### config.mk
export PLATFORM = sky130hd
export DESIGN_NAME = trans_deserializer_flat
export DESIGN_NICKNAME = d
export VERILOG_FILES = /design/src/rtl/trans_pkg.sv /design/src/rtl/trans_deserializer_if.sv /design/src/rtl/sync_fifo.sv /design/src/rtl/trans_deserializer.sv /design/src/flat_wrapper.sv
export SDC_FILE = /design/constraint.sdc
export NUM_CORES = 1
export LEC_CHECK = 0
export CORE_UTILIZATION = 60
export DETAILED_ROUTE_END_ITERATION = 12
export PLACE_DENSITY = 0.76
export SYNTH_ARGS = -nofsm -noshare
export SYNTH_HDL_FRONTEND = slang
export SYNTH_SLANG_ARGS = --single-unit
### constraint.sdc
create_clock -name clk -period 12.4 [get_ports clk]
set_input_delay 3.1 -clock clk [delete_from_list [all_inputs] [get_ports clk]]
set_output_delay 3.1 -clock clk [all_outputs]
set_load 0.005 [all_outputs]
### src/rtl/trans_pkg.sv
// ---------------------------------------------------------------------------
// trans_pkg
// Shared definitions for the transaction pipeline (deserializer, validator).
// Holds the 128-bit transaction word geometry, the field LSB positions, a
// packed struct view of the word and a small byte-extraction helper.
// No ports: package only.
// ---------------------------------------------------------------------------
package trans_pkg;

  localparam int TRANS_W         = 128;
  localparam int ID_W            = 48;
  localparam int AMOUNT_W        = 22;
  localparam int CASH_W          = 24;

  localparam int SENDER_LSB      = 80;
  localparam int RECEIVER_LSB    = 32;
  localparam int AMOUNT_LSB      = 10;
  localparam int BIT_BLOCK_START = 9;

  localparam int BYTES_PER_TRANS = TRANS_W / 8;
  localparam int BYTE_CNT_W      = $clog2(BYTES_PER_TRANS);

  // Field order matches the wire layout: sender in the top bits, reserved
  // bits at the bottom.
  typedef struct packed {
    logic [ID_W-1:0]     sender;
    logic [ID_W-1:0]     receiver;
    logic [AMOUNT_W-1:0] amount;
    logic                block_start;
    logic [8:0]          reserved;
  } trans_t;

  // Byte idx of a transaction word in transmission order (idx 0 = MSB byte).
  function automatic logic [7:0] trans_byte(input logic [TRANS_W-1:0] t,
                                            input int unsigned idx);
    return 8'(t >> (8 * (BYTES_PER_TRANS - 1 - idx)));
  endfunction

endpackage

### src/rtl/trans_deserializer_if.sv
// ---------------------------------------------------------------------------
// trans_deserializer_if
// Bundles the byte-side handshake and the transaction-side output of the
// deserializer.
//   byte_i / byte_valid_i / byte_ready_o : byte stream in, valid/ready
//   data_o / valid_o / ack_i             : head transaction, pop pulse
//   level_o                              : buffered transaction count
// master : the environment (byte source + validator)
// slave  : the deserializer
// ---------------------------------------------------------------------------
interface trans_deserializer_if #(
  parameter int FIFO_DEPTH = 4
) ();
  import trans_pkg::*;

  logic [7:0]                    byte_i;
  logic                          byte_valid_i;
  logic                          byte_ready_o;
  logic [TRANS_W-1:0]            data_o;
  logic                          valid_o;
  logic                          ack_i;
  logic [$clog2(FIFO_DEPTH):0]   level_o;

  modport master (
    output byte_i, byte_valid_i, ack_i,
    input  byte_ready_o, data_o, valid_o, level_o
  );

  modport slave (
    input  byte_i, byte_valid_i, ack_i,
    output byte_ready_o, data_o, valid_o, level_o
  );

endinterface

### src/rtl/sync_fifo.sv
// ---------------------------------------------------------------------------
// sync_fifo
// Single-clock FIFO with a separate occupancy counter deciding full/empty,
// so pointers only need log2(DEPTH) bits and wrap naturally.
//   clk, rst   : clock, synchronous active-high reset
//   push       : write push_data (ignored when full)
//   pop        : drop head entry (ignored when empty)
//   head       : oldest entry, zero when empty
//   full/empty : occupancy flags
//   count      : number of stored entries, 0..DEPTH
// ---------------------------------------------------------------------------
module sync_fifo #(
  parameter  int WIDTH = 128,
  parameter  int DEPTH = 4,
  localparam int PTR_W = $clog2(DEPTH),
  localparam int CNT_W = PTR_W + 1
) (
  input  logic             clk,
  input  logic             rst,
  input  logic             push,
  input  logic [WIDTH-1:0] push_data,
  input  logic             pop,
  output logic [WIDTH-1:0] head,
  output logic             full,
  output logic             empty,
  output logic [CNT_W-1:0] count
);

  logic [WIDTH-1:0] mem [DEPTH];
  logic [PTR_W-1:0] wr_ptr;
  logic [PTR_W-1:0] rd_ptr;
  logic             do_push;
  logic             do_pop;

  assign full    = (count == CNT_W'(DEPTH));
  assign empty   = (count == '0);
  assign do_push = push && !full;
  assign do_pop  = pop && !empty;
  assign head    = empty ? '0 : mem[rd_ptr];

  // Pointer and occupancy bookkeeping. A simultaneous push and pop moves
  // both pointers and leaves the count where it was.
  always_ff @(posedge clk) begin
    if (rst) begin
      wr_ptr <= '0;
      rd_ptr <= '0;
      count  <= '0;
    end else begin
      if (do_push) wr_ptr <= wr_ptr + 1'b1;
      if (do_pop)  rd_ptr <= rd_ptr + 1'b1;
      case ({do_push, do_pop})
        2'b10:   count <= count + 1'b1;
        2'b01:   count <= count - 1'b1;
        default: count <= count;
      endcase
    end
  end

  // Storage needs no reset: head is forced to zero whenever count is zero.
  always_ff @(posedge clk) begin
    if (do_push) mem[wr_ptr] <= push_data;
  end

endmodule

### src/rtl/trans_deserializer.sv
// ---------------------------------------------------------------------------
// trans_deserializer
// Assembles an MSB-first byte stream into 128-bit transaction words and
// buffers complete words in a FIFO for the validator.
//   clk, rst : clock, synchronous active-high reset
//   bus      : trans_deserializer_if.slave
//              byte_i/byte_valid_i/byte_ready_o  byte handshake
//              data_o/valid_o                    head transaction
//              ack_i                             pop pulse
//              level_o                           buffered word count
// ---------------------------------------------------------------------------
module trans_deserializer
  import trans_pkg::*;
#(
  parameter int FIFO_DEPTH = 4
) (
  input  logic                 clk,
  input  logic                 rst,
  trans_deserializer_if.slave  bus
);

  localparam int LVL_W = $clog2(FIFO_DEPTH) + 1;

  // The first 15 bytes are held here; element 0 is the MSB byte. The 16th
  // byte goes straight into the FIFO alongside them.
  logic [0:BYTES_PER_TRANS-2][7:0] asm_q;
  logic [BYTE_CNT_W-1:0]           byte_cnt;
  logic                            last_byte;
  logic                            ready;
  logic                            accept;
  logic                            push;
  logic [TRANS_W-1:0]              push_word;
  logic                            fifo_full;
  logic                            fifo_empty;
  logic [LVL_W-1:0]                fifo_count;
  logic [TRANS_W-1:0]              fifo_head;

  assign last_byte = (byte_cnt == BYTE_CNT_W'(BYTES_PER_TRANS - 1));
  // Only the final byte needs FIFO space; a same-cycle pop is not counted
  // so ready stays a function of registered state.
  assign ready     = !last_byte || !fifo_full;
  assign accept    = bus.byte_valid_i && ready;
  assign push      = accept && last_byte;
  assign push_word = {asm_q, bus.byte_i};

  // Assembly register and byte counter. The counter wraps from 15 to 0 on
  // the final byte, which is also the push edge.
  always_ff @(posedge clk) begin
    if (rst) begin
      byte_cnt <= '0;
      asm_q    <= '0;
    end else if (accept) begin
      if (!last_byte) asm_q[byte_cnt] <= bus.byte_i;
      byte_cnt <= byte_cnt + 1'b1;
    end
  end

  sync_fifo #(
    .WIDTH (TRANS_W),
    .DEPTH (FIFO_DEPTH)
  ) u_fifo (
    .clk       (clk),
    .rst       (rst),
    .push      (push),
    .push_data (push_word),
    .pop       (bus.ack_i),
    .head      (fifo_head),
    .full      (fifo_full),
    .empty     (fifo_empty),
    .count     (fifo_count)
  );

  assign bus.byte_ready_o = ready;
  assign bus.data_o       = fifo_head;
  assign bus.valid_o      = !fifo_empty;
  assign bus.level_o      = fifo_count;

endmodule

### src/flat_wrapper.sv
// flat-port wrapper written by rule: the top's interface ports become plain ports
module trans_deserializer_flat import trans_pkg::*;
#(
  parameter int FIFO_DEPTH = 4
)
  (clk, rst, bus_byte_i, bus_byte_valid_i, bus_ack_i, bus_byte_ready_o, bus_data_o, bus_valid_o, bus_level_o);
  trans_deserializer_if #(.FIFO_DEPTH(FIFO_DEPTH)) bus_i ();
  input  logic clk;
  input  logic rst;
  input wire logic [$bits(bus_i.byte_i)-1:0] bus_byte_i;
  input wire logic [$bits(bus_i.byte_valid_i)-1:0] bus_byte_valid_i;
  input wire logic [$bits(bus_i.ack_i)-1:0] bus_ack_i;
  output wire logic [$bits(bus_i.byte_ready_o)-1:0] bus_byte_ready_o;
  output wire logic [$bits(bus_i.data_o)-1:0] bus_data_o;
  output wire logic [$bits(bus_i.valid_o)-1:0] bus_valid_o;
  output wire logic [$bits(bus_i.level_o)-1:0] bus_level_o;
  assign bus_i.byte_i = bus_byte_i;
  assign bus_i.byte_valid_i = bus_byte_valid_i;
  assign bus_i.ack_i = bus_ack_i;
  assign bus_byte_ready_o = bus_i.byte_ready_o;
  assign bus_data_o = bus_i.data_o;
  assign bus_valid_o = bus_i.valid_o;
  assign bus_level_o = bus_i.level_o;
  trans_deserializer #(.FIFO_DEPTH(FIFO_DEPTH)) u_core (.clk(clk), .rst(rst), .bus(bus_i));
endmodule
==> results <==
- The run finished with clean final reports.
- The top flip-flop cell by instance count after synthesis is sky130_fd_sc_hd__edfxtp_1.
- The number of clock sinks seen by CTS is 645.
- The fraction of the yosys area taken by sequential cells is about 74%.
- The fraction of final layout cells with drive strength greater than 1 is between 10% and 20%.
- The H-tree generated during clock tree synthesis spans 2 levels.
- In this run, synthesis inferred 512 flip-flops with an integrated enable.
- The number of standard cells after synthesis is ~1400.
- The power per cell area is 147 nW/um^2.
- The library cell used most frequently in the layout, excluding fill and tap cells, is sky130_fd_sc_hd__edfxtp_1.
- The worst endpoint data arrival time is roughly 3600 ps.
- The most utilized layer in the global route result is met2.
- The worst hold path passes through 2 cells.
- The transition time at the pin with the least slew margin is between 1000 and 1500 ps.
- The largest single stage delay on the critical path is 1010 ps.
- The worst ir drop on vdd is 0.137 mV.
- The dominant delay contributor by cell family on the critical path is buffers and inverters.
- The number of buffers on the longest clock path is 3.
- The count of instances resized after the clock tree is built is 0.
- TritonCTS built the clock tree.
- The remaining routing DRC violations is 0.
- Summed over all layers, the global routing overflow is 0.
- For met3 alone, demand over resource in global routing was 4.13%.
- The number of maximum-capacitance violations is 0.
- For met2 alone, demand over resource in global routing was 38.3%.
- From synthesis to final layout, the design area changed by 15.3%.
- During I/O placement, the number of pins put on the boundary was 145.
- The average via count per standard cell is 5.94.
- The total negative slack for setup checks is 0 ps.
- The number of hold violations in the final report is 0.
- The finished cells cover 28200 um^2.
- The overall die height is 204 um.
- The final number of setup-violating endpoints is 0.
- The async set-reset flop share out of synthesis is 0%.
- The die outline area is 41600 um^2.
- The multi-input combinational cells in the finished layout cover a total of 6000 um^2.
- In this run the number of cells on the critical path is 4.
- The highest achievable clock rate is 149 MHz.
- Input and output buffers added on the ports amount to 144.
- The number of antenna repair diodes is 0.
- For the worst setup path, the data required time is just over 9000 ps.
- The initialized floorplan defines 73 standard-cell rows.
- The clock reaches the later pin of the worst-skew pair after 610 ps.
- Setup repair after global routing left no endpoint under its margin.
- Together, buffers and inverters on the worst path number 2.
- Clock-pin slew was measured on the worst setup and hold paths at 60 ps.
- The initial utilization of the core area, before any placement, comes to 61.2%.
- The CTS root buffer is sky130_fd_sc_hd__clkbuf_16.
- The first detailed-routing pass ran for 6 iterations.
- The net count reported at finish is 1566.
- The average wire per standard cell is 22.8 um.
- The pin count of the biggest net entering global routing is 130.
- The capturing element type of the critical path is an output pin.
- The met1 routing resource usage after global routing is 33.7%.
- The post-place instance area is 26300 um^2.
- The worst setup path category is reg -> out.
- Wires add up to a little under 50000 um.
- The detail route stage leaves a number of antenna-violating nets equal to 0.
- The slowest stage of the critical path is the sky130_fd_sc_hd__dfxtp_4 cell.
- The post-synth net total is about 1400.
- The TritonCTS buffer count is 58.
- The layout has 2559 filler cells.
- The path category of the worst min-delay check is reg -> reg.
- The number of global-route vias before repair came to 12477.
- The worst-case reg-to-reg path depth is 3.
- Summing all flip-flop and latch instances after layout gives between 15000 and 20000 um^2.
- In this run, post-CTS hold repair placed 0 buffers.
- The count of vias placed by the detailed router is 12596.
- The count of cell types in the netlist is 41.
- The worst register-to-register path has a setup slack of 8770 ps.
- The region available for standard cell placement spans 40000 um^2.
- Walking the worst path, the cells encountered are buf_4 > mux4_2 > and2_1 > clkdlybuf4s50_1.
- In this run, synthesis produced a sequential element count of 645.
- For this design the static power due to leakage is 0.00885 uW.
- The worst clock skew is ~19 ps.
- The cell area that synthesis handed to floorplanning was 24500 um^2.
- Along the worst path, the maximum fanout reaches 66.
- Routability-driven placement finished with a final weighted congestion of ~0.7.
- The half-perimeter wire length after detailed placement is 25000 um.
- Global routing consumed, over all layers together, roughly a quarter of the routing resources.
- The launching element type of the critical path is a flop.
- The final max-slew violation count is 0.
- The post-route clock period utilization is 54.2%.
- Leaving out fill and tap cells, the most frequent cells in the layout are 512 x sky130_fd_sc_hd__edfxtp_1, 143 x sky130_fd_sc_hd__clkdlybuf4s50_1, 131 x sky130_fd_sc_hd__nand2_1, 131 x sky130_fd_sc_hd__dfxtp_1, 130 x sky130_fd_sc_hd__and2_1.
- The mean area per synthesized cell is approximately 17 um^2.
- The count of synthesis-stage warnings from yosys is 0.
- The smallest setup slack after layout is about 5700 ps.
- The first global-routing pass estimated 73300 um of wire.
- The initial antenna violation count came to 0.
- Measured along the x axis, the die boundary spans 204 um.
- The final critical-path required period is 6730 ps.
- The normalized max-slew margin is a little under an eighth.
- The violation count after the first detailed-routing iteration is 1104.
- Timing analysis after detailed placement gives a worst setup slack of 5820 ps.
- The number of setup buffers added after CTS is 0.
routing by layer:
layer	part of all wire, %	vias up
met5	0	-
met3	7.5	83
met4	2.4	0
li1	-	5649
met2	49	464
met1	41	6400
Yosys cell counts, types with 2 or more instances:
cell | n | area (um^2)
sky130_fd_sc_hd__and3_1 | 5 | 31.3
sky130_fd_sc_hd__nor2_1 | 41 | 154
sky130_fd_sc_hd__dfxtp_1 | 133 | 2660
sky130_fd_sc_hd__nand2b_1 | 2 | 12.5
sky130_fd_sc_hd__nand4_1 | 2 | 12.5
sky130_fd_sc_hd__nand4b_1 | 8 | 70.1
sky130_fd_sc_hd__nand3_1 | 27 | 135
sky130_fd_sc_hd__buf_4 | 12 | 90.1
sky130_fd_sc_hd__and2_1 | 130 | 813
sky130_fd_sc_hd__buf_2 | 25 | 125
sky130_fd_sc_hd__or3_1 | 2 | 12.5
sky130_fd_sc_hd__edfxtp_1 | 512 | 15400
sky130_fd_sc_hd__and4b_1 | 8 | 80.1
sky130_fd_sc_hd__mux2i_1 | 33 | 330
sky130_fd_sc_hd__mux4_2 | 128 | 2880
sky130_fd_sc_hd__o21ai_0 | 27 | 135
sky130_fd_sc_hd__and4bb_2 | 3 | 37.5
sky130_fd_sc_hd__clkbuf_1 | 55 | 206
sky130_fd_sc_hd__buf_1 | 2 | 7.51
sky130_fd_sc_hd__a21oi_1 | 93 | 465
sky130_fd_sc_hd__ha_1 | 9 | 113
sky130_fd_sc_hd__xor2_1 | 4 | 35.0
sky130_fd_sc_hd__nand2_1 | 131 | 492
sky130_fd_sc_hd__inv_1 | 10 | 37.5
final cells by class:
class,count,area share (%)
clock buffers,92,6.07
clock inverters,18,0.740
inverters,10,0.133
multi-input cells,669,21.3
flip-flops and latches,645,63.9
well taps,525,2.33
repair buffers,160,5.52
registers in the layout, summed over array words and instances, names as in the netlist, named ones only:
signal and flops:
u_core.u_fifo.wr_ptr 2, u_core.asm_q 120, u_core.u_fifo.count 3, u_core.byte_cnt 4
u_core.u_fifo.mem 512, u_core.u_fifo.rd_ptr 2
worst register-to-register path: stages, from the launching register on:
cell and delay [ps]:
sky130_fd_sc_hd__dfxtp_1 910, sky130_fd_sc_hd__and4_1 450, sky130_fd_sc_hd__and3_4 930, sky130_fd_sc_hd__buf_4 910
kinds of logic after synthesis:
logic type	share of synthesized area, %
compound gates	2.70
buf+inv	1.95
xor+xnor	0.143
flops	73.7
mux	13.2
simple gates	7.82
fa+ha+maj	0.542
final timing paths:
path                            from                         to
setup / recovery                flop             bus_data_o[67]
hold / removal      u_core.asm_q[61]           u_core.asm_q[61]
setup reg to reg  u_core.byte_cnt[2]  u_core.u_fifo.mem[0][118]
hold reg to reg     u_core.asm_q[61]           u_core.asm_q[61]
power by group:
| group | switching, uW | internal, uW | leakage (uW) |
|---|---|---|---|
| clock network | 739 | 1050 | 0.000940 |
| logic | 39.7 | 14.6 | 0.00215 |
| registers | 6.18 | 2310 | 0.00576 |
stage by stage:
stage	utilization [%]	power, uW	std cells	hold slack [ps]
finish	70.5	4160	2119	496
detailed placement	65.7	2420	2009	486
floorplan	-	2390	1419	454
CTS	70.5	4180	2119	497
global placement	65.7	2420	2009	467
global route	70.5	4260	2119	515
Power figures use the tool's default switching activity.
